--- src/rtl/pipe_ctrl.sv ---
// pipe_ctrl: sequences the F/D/E/M/W pipeline registers of the 5-stage core.
// It merges hazard-unit stall/flush requests with the M-stage data-memory
// handshake. It produces per-register load enables and bubble clears, tracks
// per-stage valid bits, and keeps cycle/retired/stall performance counters.
module pipe_ctrl #(
  parameter int unsigned CNT_W   = 32,
  parameter int unsigned TIMEOUT = 255
) (
  input  logic             clk,
  input  logic             rst,
  input  logic             StallF,
  input  logic             StallD,
  input  logic             FlushD,
  input  logic             FlushE,
  input  logic             MemReqM,
  input  logic             MemReadyM,
  input  logic             CntClr,
  output logic             EnF,
  output logic             EnD,
  output logic             EnE,
  output logic             EnM,
  output logic             EnW,
  output logic             ClrD,
  output logic             ClrE,
  output logic             ClrM,
  output logic             ClrW,
  output logic             ValidD,
  output logic             ValidE,
  output logic             ValidM,
  output logic             ValidW,
  output logic             Retire,
  output logic             BusErr,
  output logic [CNT_W-1:0] CycleCnt,
  output logic [CNT_W-1:0] InstRetCnt,
  output logic [CNT_W-1:0] StallCnt
);

  typedef enum logic [1:0] {
    ST_INIT,
    ST_RUN,
    ST_MEMWAIT
  } state_e;

  state_e           state_q, state_d;
  logic [15:0]      wait_q, wait_d;
  logic [16:0]      wait_inc;
  logic             vd_q, ve_q, vm_q, vw_q;
  logic             vd_d, ve_d, vm_d, vw_d;
  logic [CNT_W-1:0] cyc_q, ret_q, stall_q;
  logic [CNT_W-1:0] cyc_d, ret_d, stall_d;

  logic mem_wait;
  logic run_mode;
  logic freeze;
  logic in_init;
  logic en_f, en_d, en_e, en_m, en_w;
  logic clr_d, clr_e, clr_m, clr_w;
  logic bus_err;

  // Next-state and per-register enable/clear decode.
  // A stalled access that completes or times out falls straight through to the
  // normal RUN decode in the same cycle, so the pipeline restarts without a gap.
  always_comb begin
    mem_wait = vm_q & MemReqM & ~MemReadyM;
    wait_inc = {1'b0, wait_q} + 17'd1;
    state_d  = state_q;
    wait_d   = wait_q;
    run_mode = 1'b0;
    freeze   = 1'b0;
    bus_err  = 1'b0;
    en_f     = 1'b0;
    en_d     = 1'b0;
    en_e     = 1'b0;
    en_m     = 1'b0;
    en_w     = 1'b0;
    clr_d    = 1'b0;
    clr_e    = 1'b0;
    clr_m    = 1'b0;
    clr_w    = 1'b0;
    unique case (state_q)
      ST_INIT: begin
        state_d = ST_RUN;
        en_d    = 1'b1;
        en_e    = 1'b1;
        en_m    = 1'b1;
        en_w    = 1'b1;
        clr_d   = 1'b1;
        clr_e   = 1'b1;
        clr_m   = 1'b1;
        clr_w   = 1'b1;
      end
      ST_RUN: begin
        if (mem_wait) begin
          state_d = ST_MEMWAIT;
          wait_d  = 16'd1;
          freeze  = 1'b1;
        end else begin
          run_mode = 1'b1;
        end
      end
      ST_MEMWAIT: begin
        if (MemReadyM) begin
          state_d  = ST_RUN;
          wait_d   = '0;
          run_mode = 1'b1;
        end else if (wait_inc >= 17'(TIMEOUT)) begin
          // wait_inc counts the current cycle, so the pulse lands on wait cycle TIMEOUT
          state_d  = ST_RUN;
          wait_d   = '0;
          bus_err  = 1'b1;
          run_mode = 1'b1;
        end else begin
          wait_d = wait_inc[15:0];
          freeze = 1'b1;
        end
      end
      default: state_d = ST_INIT;
    endcase

    if (freeze) begin
      en_w  = 1'b1;
      clr_w = 1'b1;
    end
    if (run_mode) begin
      en_f  = ~StallF;
      en_d  = ~StallD | FlushD;
      en_e  = 1'b1;
      en_m  = 1'b1;
      en_w  = 1'b1;
      clr_d = FlushD;
      clr_e = FlushE;
    end
  end

  // Valid-bit and counter next values.
  always_comb begin
    in_init = (state_q == ST_INIT);
    vd_d    = en_d ? ~clr_d : vd_q;
    ve_d    = en_e ? (~clr_e & vd_q) : ve_q;
    vm_d    = en_m ? (~clr_m & ve_q) : vm_q;
    vw_d    = en_w ? (~clr_w & vm_q) : vw_q;
    cyc_d   = cyc_q + {{(CNT_W-1){1'b0}}, ~in_init};
    ret_d   = ret_q + {{(CNT_W-1){1'b0}}, vw_q};
    stall_d = stall_q + {{(CNT_W-1){1'b0}}, (~en_f & ~in_init)};
    if (CntClr) begin
      cyc_d   = '0;
      ret_d   = '0;
      stall_d = '0;
    end
  end

  // State, wait counter, valid bits and performance counters.
  always_ff @(posedge clk or posedge rst) begin
    if (rst) begin
      state_q <= ST_INIT;
      wait_q  <= '0;
      vd_q    <= 1'b0;
      ve_q    <= 1'b0;
      vm_q    <= 1'b0;
      vw_q    <= 1'b0;
      cyc_q   <= '0;
      ret_q   <= '0;
      stall_q <= '0;
    end else begin
      state_q <= state_d;
      wait_q  <= wait_d;
      vd_q    <= vd_d;
      ve_q    <= ve_d;
      vm_q    <= vm_d;
      vw_q    <= vw_d;
      cyc_q   <= cyc_d;
      ret_q   <= ret_d;
      stall_q <= stall_d;
    end
  end

  // Reset forces every register to hold off and load a bubble, independent of state.
  always_comb begin
    EnF        = en_f & ~rst;
    EnD        = en_d & ~rst;
    EnE        = en_e & ~rst;
    EnM        = en_m & ~rst;
    EnW        = en_w & ~rst;
    ClrD       = clr_d | rst;
    ClrE       = clr_e | rst;
    ClrM       = clr_m | rst;
    ClrW       = clr_w | rst;
    BusErr     = bus_err & ~rst;
    ValidD     = vd_q;
    ValidE     = ve_q;
    ValidM     = vm_q;
    ValidW     = vw_q;
    Retire     = vw_q;
    CycleCnt   = cyc_q;
    InstRetCnt = ret_q;
    StallCnt   = stall_q;
  end

endmodule

--- config.mk ---
export PLATFORM = sky130hd
export DESIGN_NAME = pipe_ctrl
export DESIGN_NICKNAME = d
export VERILOG_FILES = /design/src/rtl/pipe_ctrl.sv
export SDC_FILE = /design/constraint.sdc
export NUM_CORES = 1
export LEC_CHECK = 0
export CAP_MARGIN = 10
export CORE_ASPECT_RATIO = 1.5
export CORE_UTILIZATION = 45
export DETAILED_ROUTE_END_ITERATION = 8
export GPL_TIMING_DRIVEN = 0
export PLACE_DENSITY = 0.79
export SETUP_SLACK_MARGIN = 0.4
export SLEW_MARGIN = 10
export SYNTH_ARGS = -nofsm -noshare
export SYNTH_HDL_FRONTEND = slang
export SYNTH_SLANG_ARGS = --single-unit
--- constraint.sdc ---
create_clock -name clk -period 6.6 [get_ports clk]
set_input_delay 1.32 -clock clk [delete_from_list [all_inputs] [get_ports clk]]
set_output_delay 1.32 -clock clk [all_outputs]
set_load 0.05 [all_outputs]
==> out/qor.yml, run 1 <==
nets: 793
period_share_pct: 78.6
drc: 0
detailedPlace.worstSlack_ns: 1.43
routed_wl_mm: 14.6
antenna_found_initial: 0
vias: 5077
post-dp-hpwl_mm: 10.5
critPathMaxFanout: 10
p_leak_nw: 3.33
cts_tree: "yes"
die_w_um: 96.1
num_rows: 51
timing.rr.end: "StallCnt[31]$_DFF_PP0_"
r2r_start: "wait_q[0]$_DFFE_PP0P_"
postLayoutCoreUtil_pct: 62.2
synth_cells: 631
synth_area_sq_um: 5970
skew_ns: 0.00762
grt.overflow.total: 0
max_slew.worst_pin.slew_ns: 0.738
setup_viol: 0
drt-initial-drc-count: 185
relSlewSlack_pct: 50.4
synth_cell_types: 56
cts_buffers: 17
initial_core_util_pct: 46.1
drtPass1Iterations: 4
grt_pass1_wl_mm: 24.0
htree_levels: 4
clk_pin_slew_ns: 0.05
worstSetupPathType: "in -> out"
start_kind: "input pin"
cts_buffer_depth: 2
post-route-worst-setup-slack_ns: 1.41
synth_edf_count: 0
final-hold-violation-count: 0
drv_cap: 0
postCtsResizedCells: 0
run_status: "finished, final reports clean"
grt_max_degree: 32
n_antenna_cell: 0
ys_seq_area_share_pct: 49.4
cts_hold_buf: 0
worstSetupEndpointType: "output port"
peakVddDrop_v: 0.000211
synth_ff_type: "dfrtp_1"
worst_ep_required_time_ns: 5.28
fmax_mhz: 193
pin_count: 120
async_reset_ff_share_pct: 100
arrival_ns: 3.87
min_path_type: "reg -> reg"
min_period_ns: 5.19
core_sq_um: 13000
root_buffer: "clkbuf_16"
grt.total_usage_pct: 22.4
die_y_um: 143
hp-start: "ValidD$_DFFE_PP0P_"
rrSetupSlack_ns: 2.32
reg2regPathDepth: 16
ys.warnings.count: 0
powerDensity_nw_per_um2: 267
viasPerCell: 5.38
area_growth_pct: 34.8
die_area_sq_um: 13800
clk-insertion-delay-late_ns: 0.40
finalMaxSlewViolations: 0
post_cts_buffers: 0
final_antenna_net_count: 0
place_congestion: 0.821
mostFrequentLayoutCells: "118 x dfrtp_1, 118 x clkdlybuf4s50_1, 109 x nor2_1"
holdPathStages: 1
portBuffers: 118
min_to: "ValidD$_DFFE_PP0P_"
rsz0062_at_grt: "no"
syn_area_per_cell_sq_um: 9.47
cts_sinks: 118
grt_pass1_vias: 5024
drive_gt1_share_pct: 6.51
wl_per_cell_um: 15.4
syn_nets: 652
ys_ff_latch: 118
registers in the layout, indices dropped and copies added (netlist names):
register    flops
CycleCnt       32
StallCnt       32
state_q         2
Retire          1
InstRetCnt     32
ValidD          1
ValidE          1
wait_q         16
ValidM          1
report_power, final:
group / switching (W) / internal (W) / total (W) / leakage [nW]
Combinational: 0.000274 / 0.000150 / 0.000424 / 1.40
Clock: 0.000312 / 0.000617 / 0.000930 / 0.298
Sequential: 0.0000418 / 0.000756 / 0.000797 / 1.63
routing by layer:
| metal | track usage (%) | vias up | wire length (um) |
|---|---|---|---|
| met3 | 4.37 | 19 | 532 |
| met5 | 0 | - | 0 |
| li1 | - | 2427 | - |
| met1 | 25.7 | 2511 | 5850 |
| met2 | 40.5 | 120 | 7960 |
| met4 | 7.54 | 0 | 229 |
metrics by stage:
step                hold slack, ns  instances  cell area [sq um]  setup TNS [ns]  total power (W)
finish                       0.525        943               8050               0          0.00215
global route                 0.537        943               8050               0          0.00223
CTS                          0.521        943               8050               0          0.00217
detailed placement           0.515        912               7450               0          0.00123
global placement             0.509        908               7360           -1.52          0.00121
floorplan                    0.512        631               5980               0          0.00110
worst max-delay path by stage:
| stage | endpoint | cells after the start | slack, ns | startpoint |
|---|---|---|---|---|
| after global routing | EnD | 9 | 1.35 | wait_q[0]$_DFFE_PP0P_ |
| after detailed placement | EnD | 8 | 1.43 | MemReqM |
| final | EnD | 8 | 1.41 | MemReqM |
| after floorplan | ClrE | 2 | 1.07 | rst |
| after global placement | EnF | 4 | -0.49 | rst |
| after CTS | EnD | 8 | 1.42 | MemReqM |
cells in the mapped netlist (2+ instances only):
cell	n	area, sq um
and4_1	7	61.3
ha_1	12	150
a22o_1	2	17.5
inv_1	21	78.8
nor2_1	109	409
a311oi_1	2	17.5
buf_4	3	22.5
buf_6	2	22.5
or3_1	14	87.6
nand3b_1	2	15.0
mux2i_1	2	20.0
nand2_1	58	218
xnor2_1	34	298
a21boi_0	2	15.0
dfrtp_1	118	2950
buf_1	2	7.51
nor2b_1	8	50.1
nand3_1	44	220
o211ai_1	2	15.0
and2_1	12	75.1
nor3_1	15	75.1
and3_1	9	56.3
a21oi_1	20	100
o21ai_0	19	95.1
xor2_1	45	394
nand4_1	19	119
a211oi_1	2	15.0
clkbuf_1	11	41.3
o22ai_1	4	25.0
o22a_1	2	17.5
nor4_2	2	25.0
nand2b_1	3	18.8
critical path, stage by stage:
cell	delay, ns
clkdlybuf4s50_1	0.46
nand2_1	0.13
nand2_1	0.11
nand2_1	0.07
o41a_1	0.43
buf_6	0.15
a311oi_1	0.33
clkdlybuf4s50_1	0.87
kinds of logic (layout without fill, tap and decap cells):
kind of cell               Yosys count  in the layout  share of synthesized area, %
and+or+nand+nor                    310            310                          25.4
adders and majority gates           12             12                          2.51
AOI/OAI and AO/OA                   69             69                          7.71
xor gates and xnor gates            79             79                          11.6
buffers and inverters               41            194                          3.06
muxes                                2              2                         0.335
DFF                                118            118                          49.4
area by class of cell:
class                   instances  area, sq um
plain buffers                  20          104
clock buffers                  21          470
clock inverters                10          128
fillers                      1068         4900
inverters                      21         82.6
multi-input cells             472         2840
flip-flops and latches        118         2950
well taps                     159          199
repair buffers                122         1280
Power figures use the tool's default switching activity.
==> run 2: changes to the inputs <==
--- a/config.mk
+++ b/config.mk
@@ -10,7 +10,7 @@
 export CORE_UTILIZATION = 45
 export DETAILED_ROUTE_END_ITERATION = 8
 export GPL_TIMING_DRIVEN = 0
-export PLACE_DENSITY = 0.79
+export PLACE_DENSITY = 0.82
 export SETUP_SLACK_MARGIN = 0.4
 export SLEW_MARGIN = 10
 export SYNTH_ARGS = -nofsm -noshare
==> constraint.sdc (replaced) <==
create_clock -name clk -period 4.4 [get_ports clk]
set_input_delay 0.88 -clock clk [delete_from_list [all_inputs] [get_ports clk]]
set_output_delay 0.88 -clock clk [all_outputs]
set_load 0.05 [all_outputs]
==> out/qor.yml, run 2 (synthesized netlist as in run 1, its figures left out) <==
root_buffer: "clkbuf_16"
num_rows: 51  # unchanged
cts_buffers: 17  # unchanged
antenna_found_initial: 0  # unchanged
powerDensity_nw_per_um2: 416  # +56%
start_kind: "flip-flop"
cts_tree: "yes"
die_area_sq_um: 13800  # unchanged
cp.depth: 10  # +2
place_congestion: 0.844  # +2.9%
core_sq_um: 13000  # unchanged
area_growth_pct: 36.7
critPathMaxStageDelay_ns: 0.45  # -0.42 ns
die_w_um: 96.1  # unchanged
clk_pin_slew_ns: 0.06  # about the same
holdPathStages: 1  # unchanged
final_antenna_net_count: 0  # unchanged
placed_area_sq_um: 7430  # -0.37%
r2r_start: "wait_q[0]$_DFFE_PP0P_"
n_antenna_cell: 0  # unchanged
cts_buffer_depth: 2  # unchanged
layout_commonest_cell: "dfrtp_1"
drive_gt1_share_pct: 9.64  # +3.1 points
run_status: "finished, final reports clean"
clk-insertion-delay-late_ns: 0.41  # about the same
timing.rr.end: "StallCnt[22]$_DFF_PP0_"
worst_ep_required_time_ns: 3.52  # -1.76 ns
final-hold-violation-count: 0  # unchanged
wl_per_cell_um: 15.2  # -1.8%
portBuffers: 118  # unchanged
min_path_type: "reg -> reg"
drt-initial-drc-count: 286  # +55%
pin_count: 120  # unchanged
arrival_ns: 3.02  # -0.85 ns
min_period_ns: 3.90
path_delay_family: "simple AND/OR/NAND/NOR gates"
initial_core_util_pct: 46.1  # unchanged
drc: 0  # unchanged
period_share_pct: 88.6
dp.cells: 911  # -0.11%
critPathSlowestCell: "dfrtp_2"
crit_path_start: "wait_q[0]$_DFFE_PP0P_"
skew_ns: 0.00931  # +0.00169 ns
worstSetupEndpointType: "output port"
grt.overflow.total: 0  # unchanged
setup_viol: 0  # unchanged
rsz0062_at_grt: "yes"
htree_levels: 4  # unchanged
rrSetupSlack_ns: 0.58  # -1.74 ns
post-dp-hpwl_mm: 10.0  # -4.5%
grt_pass1_wl_mm: 23.4  # -2.4%
vias: 5012  # -1.3%
finalInstanceArea_sq_um: 8170  # +1.4%
die_y_um: 143  # unchanged
nets: 796  # +0.38%
stdcell_count: 947  # +0.42%
routed_wl_mm: 14.4  # -1.4%
finalMaxSlewViolations: 0  # unchanged
cts_sinks: 118  # unchanged
drtPass1Iterations: 4  # unchanged
peakVddDrop_v: 0.000289  # +37%
p_total_w: 0.00340  # +58%
cts_hold_buf: 0  # unchanged
whs_ns: 0.528  # +0.00268 ns
fmax_mhz: 257
max_slew.worst_pin.slew_ns: 0.692  # -0.0463 ns
grt.total_usage_pct: 22.2  # -0.14 points
worstSetupPathType: "reg -> out"
p_leak_nw: 3.37  # +1.0%
path_cells: "ha_2 -> and3_1 -> and4b_1 -> xnor2_1 -> o2111ai_2 -> o41a_1 -> buf_6 -> nor2_2 -> nor2_1 -> clkdlybuf4s15_2"
relSlewSlack_pct: 53.5  # +3.2 points
grt_max_degree: 38  # +19%
fill_cells: 1064  # -0.37%
crit_buf_inv: 2  # -1
post-route-worst-setup-slack_ns: 0.503  # -0.910 ns
endpoint: "EnE"
drv_cap: 0  # unchanged
grt_pass1_vias: 4900  # -2.5%
mostFrequentLayoutCells: "116 x dfrtp_1, 110 x clkdlybuf4s50_1, 109 x nor2_1"
reg2regPathDepth: 16  # unchanged
critPathMaxFanout: 10  # unchanged
detailedPlace.worstSlack_ns: -0.135  # -1.56 ns
viasPerCell: 5.29  # -1.7%
## run 2: how the worst min path moves through the flow
stage | start | end | slack [ns]
after detailed placement | ValidD$_DFFE_PP0P_ | ValidD$_DFFE_PP0P_ | 0.52
final | ValidD$_DFFE_PP0P_ | ValidD$_DFFE_PP0P_ | 0.53
after CTS | ValidD$_DFFE_PP0P_ | ValidD$_DFFE_PP0P_ | 0.53
after global routing | CycleCnt[31]$_DFF_PP0_ | CycleCnt[31]$_DFF_PP0_ | 0.57
after global placement | ValidD$_DFFE_PP0P_ | ValidD$_DFFE_PP0P_ | 0.50
after floorplan | state_q[1]$_DFFE_PP0P_ | state_q[1]$_DFFE_PP0P_ | 0.51
## run 2: per-stage QoR
stage / util [%] / TNS [ns]
floorplan: - / -0.280
global placement: 56.9 / -8.83
detailed placement: 57.3 / -0.290
CTS: 62.7 / 0
global route: 63.0 / 0
finish: 63.0 / 0
## run 2: layer usage
layer  wire (um)  part of all wire [%]  vias up  GRT usage [%]
met5           0                     0        -              0
met4         252                   1.8        0           9.51
met3         512                   3.6       18           4.69
met2        7760                    54      102           38.7
met1        5840                    41     2451           25.8
li1            -                     -     2441              -
## run 2: final cells by class
| class | count | area, sq um | share of cell area, % |
|---|---|---|---|
| clock buffer | 19 | 453 | 5.55 |
| sequential | 118 | 2960 | 36.2 |
| buffer | 20 | 104 | 1.27 |
| multi-input combinational | 472 | 2900 | 35.5 |
| timing repair buffer | 124 | 1250 | 15.3 |
| tap | 159 | 199 | 2.44 |
| inverter | 21 | 82.6 | 1.01 |
| clock inverter | 13 | 220 | 2.70 |
| timing repair inverter | 1 | 5.00 | 0.0613 |
## run 2: report_power, final
part	internal, W	switching, W
logic	0.000215	0.000425
registers	0.00113	0.0000641
clock network	0.00104	0.000513
total	0.00239	0.00100
## run 2: timing repair
item / 4_1_cts / 5_1_grt
buffers inserted: 2 / 1
resized for setup: 31 / 15
gates cloned: 1 / 0
pin swaps: 1 / 1
setup endpoints to repair: 21 / 19
